--- config.mk ---
export PLATFORM = sky130hd
export DESIGN_NAME = and_gate
export DESIGN_NICKNAME = d
export VERILOG_FILES = /design/src/rtl/and_gate.sv
export SDC_FILE = /design/constraint.sdc
export NUM_CORES = 1
export LEC_CHECK = 0
export CAP_MARGIN = 20
export CELL_PAD_IN_SITES_DETAIL_PLACEMENT = 0
export CELL_PAD_IN_SITES_GLOBAL_PLACEMENT = 1
export CORE_AREA = 5 5 42 44
export CTS_BUF_LIST = sky130_fd_sc_hd__clkbuf_16
export DETAILED_ROUTE_END_ITERATION = 6
export DIE_AREA = 0 0 47 49
export GPL_TIMING_DRIVEN = 0
export PLACE_DENSITY = 0.61
export SYNTH_ARGS = -nofsm -noshare
export SYNTH_HDL_FRONTEND = slang
export SYNTH_SLANG_ARGS = --single-unit
--- constraint.sdc ---
create_clock -name clk -period 2.6 [get_ports clk]
set_input_delay 0.52 -clock clk [delete_from_list [all_inputs] [get_ports clk]]
set_output_delay 0.52 -clock clk [all_outputs]
set_load 0.02 [all_outputs]
--- src/rtl/and_gate.sv ---
// and_gate: registered bitwise AND of two operands behind a valid/ready
// handshake, with results held in a 2-entry FIFO.
//   - Accept when in_valid & in_ready at a rising edge; the stored result is a & b.
//   - One cycle of latency and no bypass. in_ready is a register, so it has no
//     combinational path from out_ready.
//   - While the FIFO is empty, y and y_all are forced to zero.
//   - Optional feature, enabled by defining the macro AND_GATE_HIT_COUNT_EN:
//     the hit_count output, a saturating count of accepted all-ones results.
module and_gate #(
    parameter int WIDTH = 1,
    parameter int CNT_W = 16
) (
    input  logic             clk,
    input  logic             rst,
    input  logic [WIDTH-1:0] a,
    input  logic [WIDTH-1:0] b,
    input  logic             in_valid,
    output logic             in_ready,
    output logic [WIDTH-1:0] y,
    output logic             out_valid,
    input  logic             out_ready,
    output logic             y_all
`ifdef AND_GATE_HIT_COUNT_EN
    ,
    output logic [CNT_W-1:0] hit_count
`endif
);

    // Reject out-of-range configurations at elaboration time.
    if (WIDTH < 1 || WIDTH > 64) begin : g_bad_width
        $error("and_gate: WIDTH must lie in 1..64");
    end
    if (CNT_W < 1) begin : g_bad_cnt_w
        $error("and_gate: CNT_W must be at least 1");
    end

    // True when every bit of v is set.
    function automatic logic all_ones(input logic [WIDTH-1:0] v);
        return &v;
    endfunction

`ifdef AND_GATE_HIT_COUNT_EN
    // Increment that holds at the maximum code instead of wrapping to zero.
    function automatic logic [CNT_W-1:0] sat_inc(input logic [CNT_W-1:0] c);
        if (&c) begin
            return c;
        end
        return c + CNT_W'(1);
    endfunction
`endif

    // ---- stage p0: operand combine and handshake decode ----
    logic [WIDTH-1:0] res_p0;
    logic             vld_p0;   // a push happens at the coming edge
    logic             pop_p0;   // the head is consumed at the coming edge

    // ---- stage p1: FIFO storage and control state ----
    logic [WIDTH-1:0] ent_p1 [0:1];
    logic             wr_ptr_p1;
    logic             rd_ptr_p1;
    logic [1:0]       cnt_p1;
    logic [1:0]       cnt_nxt;
    logic             in_ready_p1;

    assign res_p0 = a & b;

    // in_ready is the registered "fewer than two entries" flag. When the FIFO
    // is full it blocks a push even if a pop happens in the same cycle; the
    // freed slot is offered from the next cycle.
    assign vld_p0 = in_valid & in_ready_p1;
    assign pop_p0 = out_valid & out_ready;

    // Next occupancy: push and pop in the same cycle leave the count unchanged.
    always_comb begin
        cnt_nxt = cnt_p1;
        unique case ({vld_p0, pop_p0})
            2'b10:   cnt_nxt = cnt_p1 + 2'd1;
            2'b01:   cnt_nxt = cnt_p1 - 2'd1;
            default: cnt_nxt = cnt_p1;
        endcase
    end

    // Occupancy and ready flag. Reset clears the queue at once and keeps
    // in_ready low until the first edge after reset is released.
    always_ff @(posedge clk or posedge rst) begin
        if (rst) begin
            cnt_p1      <= 2'd0;
            in_ready_p1 <= 1'b0;
        end else begin
            cnt_p1      <= cnt_nxt;
            in_ready_p1 <= (cnt_nxt != 2'd2);
        end
    end

    // Write and read pointers. Each one toggles on its own handshake, so a
    // simultaneous push and pop on one entry moves the head onto the new result.
    always_ff @(posedge clk or posedge rst) begin
        if (rst) begin
            wr_ptr_p1 <= 1'b0;
            rd_ptr_p1 <= 1'b0;
        end else begin
            if (vld_p0) begin
                wr_ptr_p1 <= ~wr_ptr_p1;
            end
            if (pop_p0) begin
                rd_ptr_p1 <= ~rd_ptr_p1;
            end
        end
    end

    // Result storage. It has no reset because the outputs are masked by
    // out_valid, and a slot is written only by a push.
    always_ff @(posedge clk) begin
        if (vld_p0) begin
            ent_p1[wr_ptr_p1] <= res_p0;
        end
    end

`ifdef AND_GATE_HIT_COUNT_EN
    logic [CNT_W-1:0] hit_cnt_p1;

    // Count accepted results that are all ones, saturating at the top code.
    always_ff @(posedge clk or posedge rst) begin
        if (rst) begin
            hit_cnt_p1 <= '0;
        end else if (vld_p0 && all_ones(res_p0)) begin
            hit_cnt_p1 <= sat_inc(hit_cnt_p1);
        end
    end

    assign hit_count = hit_cnt_p1;
`endif

    // ---- output: head of queue, zeroed when empty ----
    assign in_ready  = in_ready_p1;
    assign out_valid = (cnt_p1 != 2'd0);
    assign y         = out_valid ? ent_p1[rd_ptr_p1] : '0;
    assign y_all     = out_valid & all_ones(y);

endmodule

==> results of run 1 <==
[through the flow]
stage               setup WS (ns)  hold WS (ns)  std cells  instance area (um^2)  utilization
CTS                         0.399         0.496         59                   529        0.378
global placement            0.718         0.477         55                   449        0.321
floorplan                    1.02         0.299         30                   339            -
finish                      0.428         0.496         59                   529        0.378
detailed placement          0.648         0.486         55                   449        0.321
global route                0.360         0.517         59                   529        0.378
[path summary, 6_finish.rpt]
path	start	endpoint	slack, ns
min	rst	cnt_p1[0]	0.50
min in group clk	wr_ptr_p1	wr_ptr_p1	0.50
max in group asynchronous	rst	cnt_p1[1]	1.92
min reg2reg	wr_ptr_p1	wr_ptr_p1	0.50
max	cnt_p1[0]	y_all	0.43
max reg2reg	cnt_p1[0]	in_ready	1.02
[worst reg2reg max path, delay by kind of cell, from the launching register on]
| family | cells | cell delay (ns) |
|---|---|---|
| xor gates and xnor gates | 1 | 0.18 |
| AOI/OAI and AO/OA | 1 | 0.09 |
| DFF | 1 | 0.43 |
| buffers and inverters | 1 | 0.05 |
| and+or+nand+nor | 3 | 0.49 |
| adders and majority gates | 1 | 0.22 |
[area by class of cell]
type,instances,area [um^2],area share
Inverter,2,7.51,0.0142
Clock buffer,3,75.1,0.142
Sequential cell,7,185,0.350
Multi-Input combinational cell,20,139,0.262
Clock inverter,1,5.00,0.00946
Tap cell,16,20.0,0.0378
Timing Repair Buffer,9,90.1,0.170
Buffer,1,7.51,0.0142
[cell families (layout without fill, tap and decap cells)]
logic type | after synthesis | in the layout | synth area share
DFF | 7 | 7 | 0.546
muxes | 1 | 1 | 0.0295
and+or+nand+nor | 11 | 11 | 0.151
xor gates and xnor gates | 6 | 6 | 0.177
adders and majority gates | 1 | 1 | 0.0369
buffers and inverters | 3 | 16 | 0.0443
AOI/OAI and AO/OA | 1 | 1 | 0.0147
[synthesized netlist by cell type]
cell      n
a21oi_1   1
and2_1    1
and2_4    1
and3_1    1
buf_4     1
dfrtp_1   5
edfxtp_1  2
ha_1      1
inv_1     1
inv_2     1
mux2i_1   1
nand2_1   2
nor2_1    6
xnor2_1   3
xor2_1    2
xor2_2    1
[layout by cell type, fill, tap and decap left out]
cell	count
clkdlybuf4s50_1	9
inv_2	1
inv_1	1
nor2_1	6
clkbuf_16	3
edfxtp_1	2
ha_1	1
xor2_1	2
xor2_2	1
and2_1	1
dfrtp_1	5
clkinv_2	1
xnor2_1	3
mux2i_1	1
nand2_1	2
buf_4	1
and2_4	1
and3_1	1
a21oi_1	1
[per-layer routing]
metal,share of wire,vias to the layer above,wire length [um],GRT usage
met3,0.098,5,68,0.0480
met2,0.48,9,335,0.106
li1,-,118,-,-
met4,0.056,0,39,0.0968
met1,0.36,110,254,0.0722
met5,0,-,0,0
[state kept, by name, summed over array words and instances (netlist names)]
register and cells:
in_ready 1, ent_p1 2, cnt_p1 2, rd_ptr_p1 1
wr_ptr_p1 1
[power breakdown]
group	leakage [nW]	total [W]	internal [W]	switching (W)
registers	0.0758	0.000209	0.000163	0.0000460
clock network	0.0409	0.000263	0.000202	0.0000613
logic	0.115	0.000288	0.000150	0.000138
total	0.232	0.000760	0.000515	0.000245
==> impl_metrics.ini, run 1 <==
[synth]
synth-seq-area-share = 0.546
synth_nets = 37
ys_ff_latch = 7
netlist_top_cells_area = dfrtp_1 (37%), edfxtp_1 (18%), xnor2_1 (7.7%)
synth.top_cell.area_share = 0.369
synth_warnings = 0
ys_types = 16
syn_inst = 30
netlist.top_cell.by_area = dfrtp_1
syn_area_um2 = 339
avgSynthCellArea_um2 = 11.3

[cts]
cts_htree_levels = 1
worstSkewPairLatency_ns = 0.23
ctsResizeCount = 0
cts.clk_slew.worst_paths_ns = 0.04
postCtsSetupBuffers = 0
cts_sinks = 7
cts_made_buffers = 3
holdBufCountCts = 0
cts-root-buf = clkbuf_16
cts_buffer_depth = 2
tritoncts = built

[setup_path]
start_kind = register
crit_type = reg -> out
path_delay_family = buffers and inverters
path_common_cell = nor2_1
rr_worst_depth = 7
crit_fanout = 5
crit_buf_inv = 2
max_stage_delay_ns = 0.59
path_depth = 4
required_ns = 2.08
endpoint_kind = output port
cp_slowest_cell = clkdlybuf4s50_1
cp.arrival_ns = 1.65
crit_chain = nor2_1 -> nor2_1 -> buf_4 -> clkdlybuf4s50_1

[timing]
min_period_over_period = 0.835
fmaxAchievable_mhz = 460
period_minus_slack_ns = 2.17
tightest_slew_ns = 0.218
relSlewSlack = 0.854
fin_skew_ns = 0.00128
grt_setup_unrepaired = no
fin_setup_tns_ns = 0
slew_viol_final = 0
setup_viol = 0
hold_viol_final = 0

[floorplanning]
initial_core_util = 0.242
fp.dieH_um = 49
ioPinCount = 10
fp-row-count = 14
fp.coreArea_um2 = 1400
die_area_um2 = 2300
die_w_um = 47

[cells_and_area]
fill_cells = 151
fin_nets = 51
areaGrowthSynthToFinish_pct = 56.1
num_antenna_cells = 0
drive_gt1_frac = 0.186

[power_and_ir_drop]
power.leakage_nw = 0.232
totalPowerFinal_w = 0.000760
powerDensity_nw_per_um2 = 1440
peakVddDrop_mv = 0.583

[placed_design]
io_buffers = 9
place_congestion = 0.693
dp_hpwl_um = 564

[hold_path]
hold_path_class = in -> async

[flow_run]
cap_violations = 0

[drt]
drt-total-wl_um = 697
drt_iter0_drc = 1
detail-route-antenna-nets = 0
routedWlPerCell_um = 11.8
dr.pass1.iters = 2
via_per_inst = 4.10
drcViolationCount = 0
num_vias = 242

[status]
outcome = finished clean

[global_route]
grt_pass1_wl_mm = 1.12
grtUsageTotal = 0.0803
grt_max_degree = 6
grt_overflow_total = 0
antenna_found_initial = 0
grt_pass1_vias = 253
Power figures use the tool's default switching activity.
==> inputs of run 2 (changes only) <==
==> constraint.sdc (replaced) <==
create_clock -name clk -period 2.3 [get_ports clk]
set_input_delay 0.46 -clock clk [delete_from_list [all_inputs] [get_ports clk]]
set_output_delay 0.46 -clock clk [all_outputs]
set_load 0.02 [all_outputs]
==> results of run 2 <==
Same layout as run 1 (identical final DEF). Status: finished clean.
Main changes from that run: setup slack after placement 0.648 ns -> 0.408 ns; setup slack after layout 0.428 ns -> 0.188 ns; hold slack 0.496 ns -> 0.438 ns; register-to-register setup slack 1.02 ns -> 0.72 ns; total power 0.000760 W -> 0.000860 W; worst IR drop on VDD 0.583 mV -> 0.659 mV
==> inputs of run 3 (changes only) <==
--- a/config.mk
+++ b/config.mk
@@ -5,7 +5,7 @@
 export SDC_FILE = /design/constraint.sdc
 export NUM_CORES = 1
 export LEC_CHECK = 0
-export CAP_MARGIN = 20
+export CAP_MARGIN = 15
 export CELL_PAD_IN_SITES_DETAIL_PLACEMENT = 0
 export CELL_PAD_IN_SITES_GLOBAL_PLACEMENT = 1
 export CORE_AREA = 5 5 42 44
==> results of run 3 <==
Same layout as run 1 (identical final DEF). Status: finished clean.
Main changes from that run: setup slack after placement 0.648 ns -> 0.408 ns; setup slack after layout 0.428 ns -> 0.188 ns; hold slack 0.496 ns -> 0.438 ns; register-to-register setup slack 1.02 ns -> 0.72 ns; total power 0.000760 W -> 0.000860 W; worst IR drop on VDD 0.583 mV -> 0.659 mV
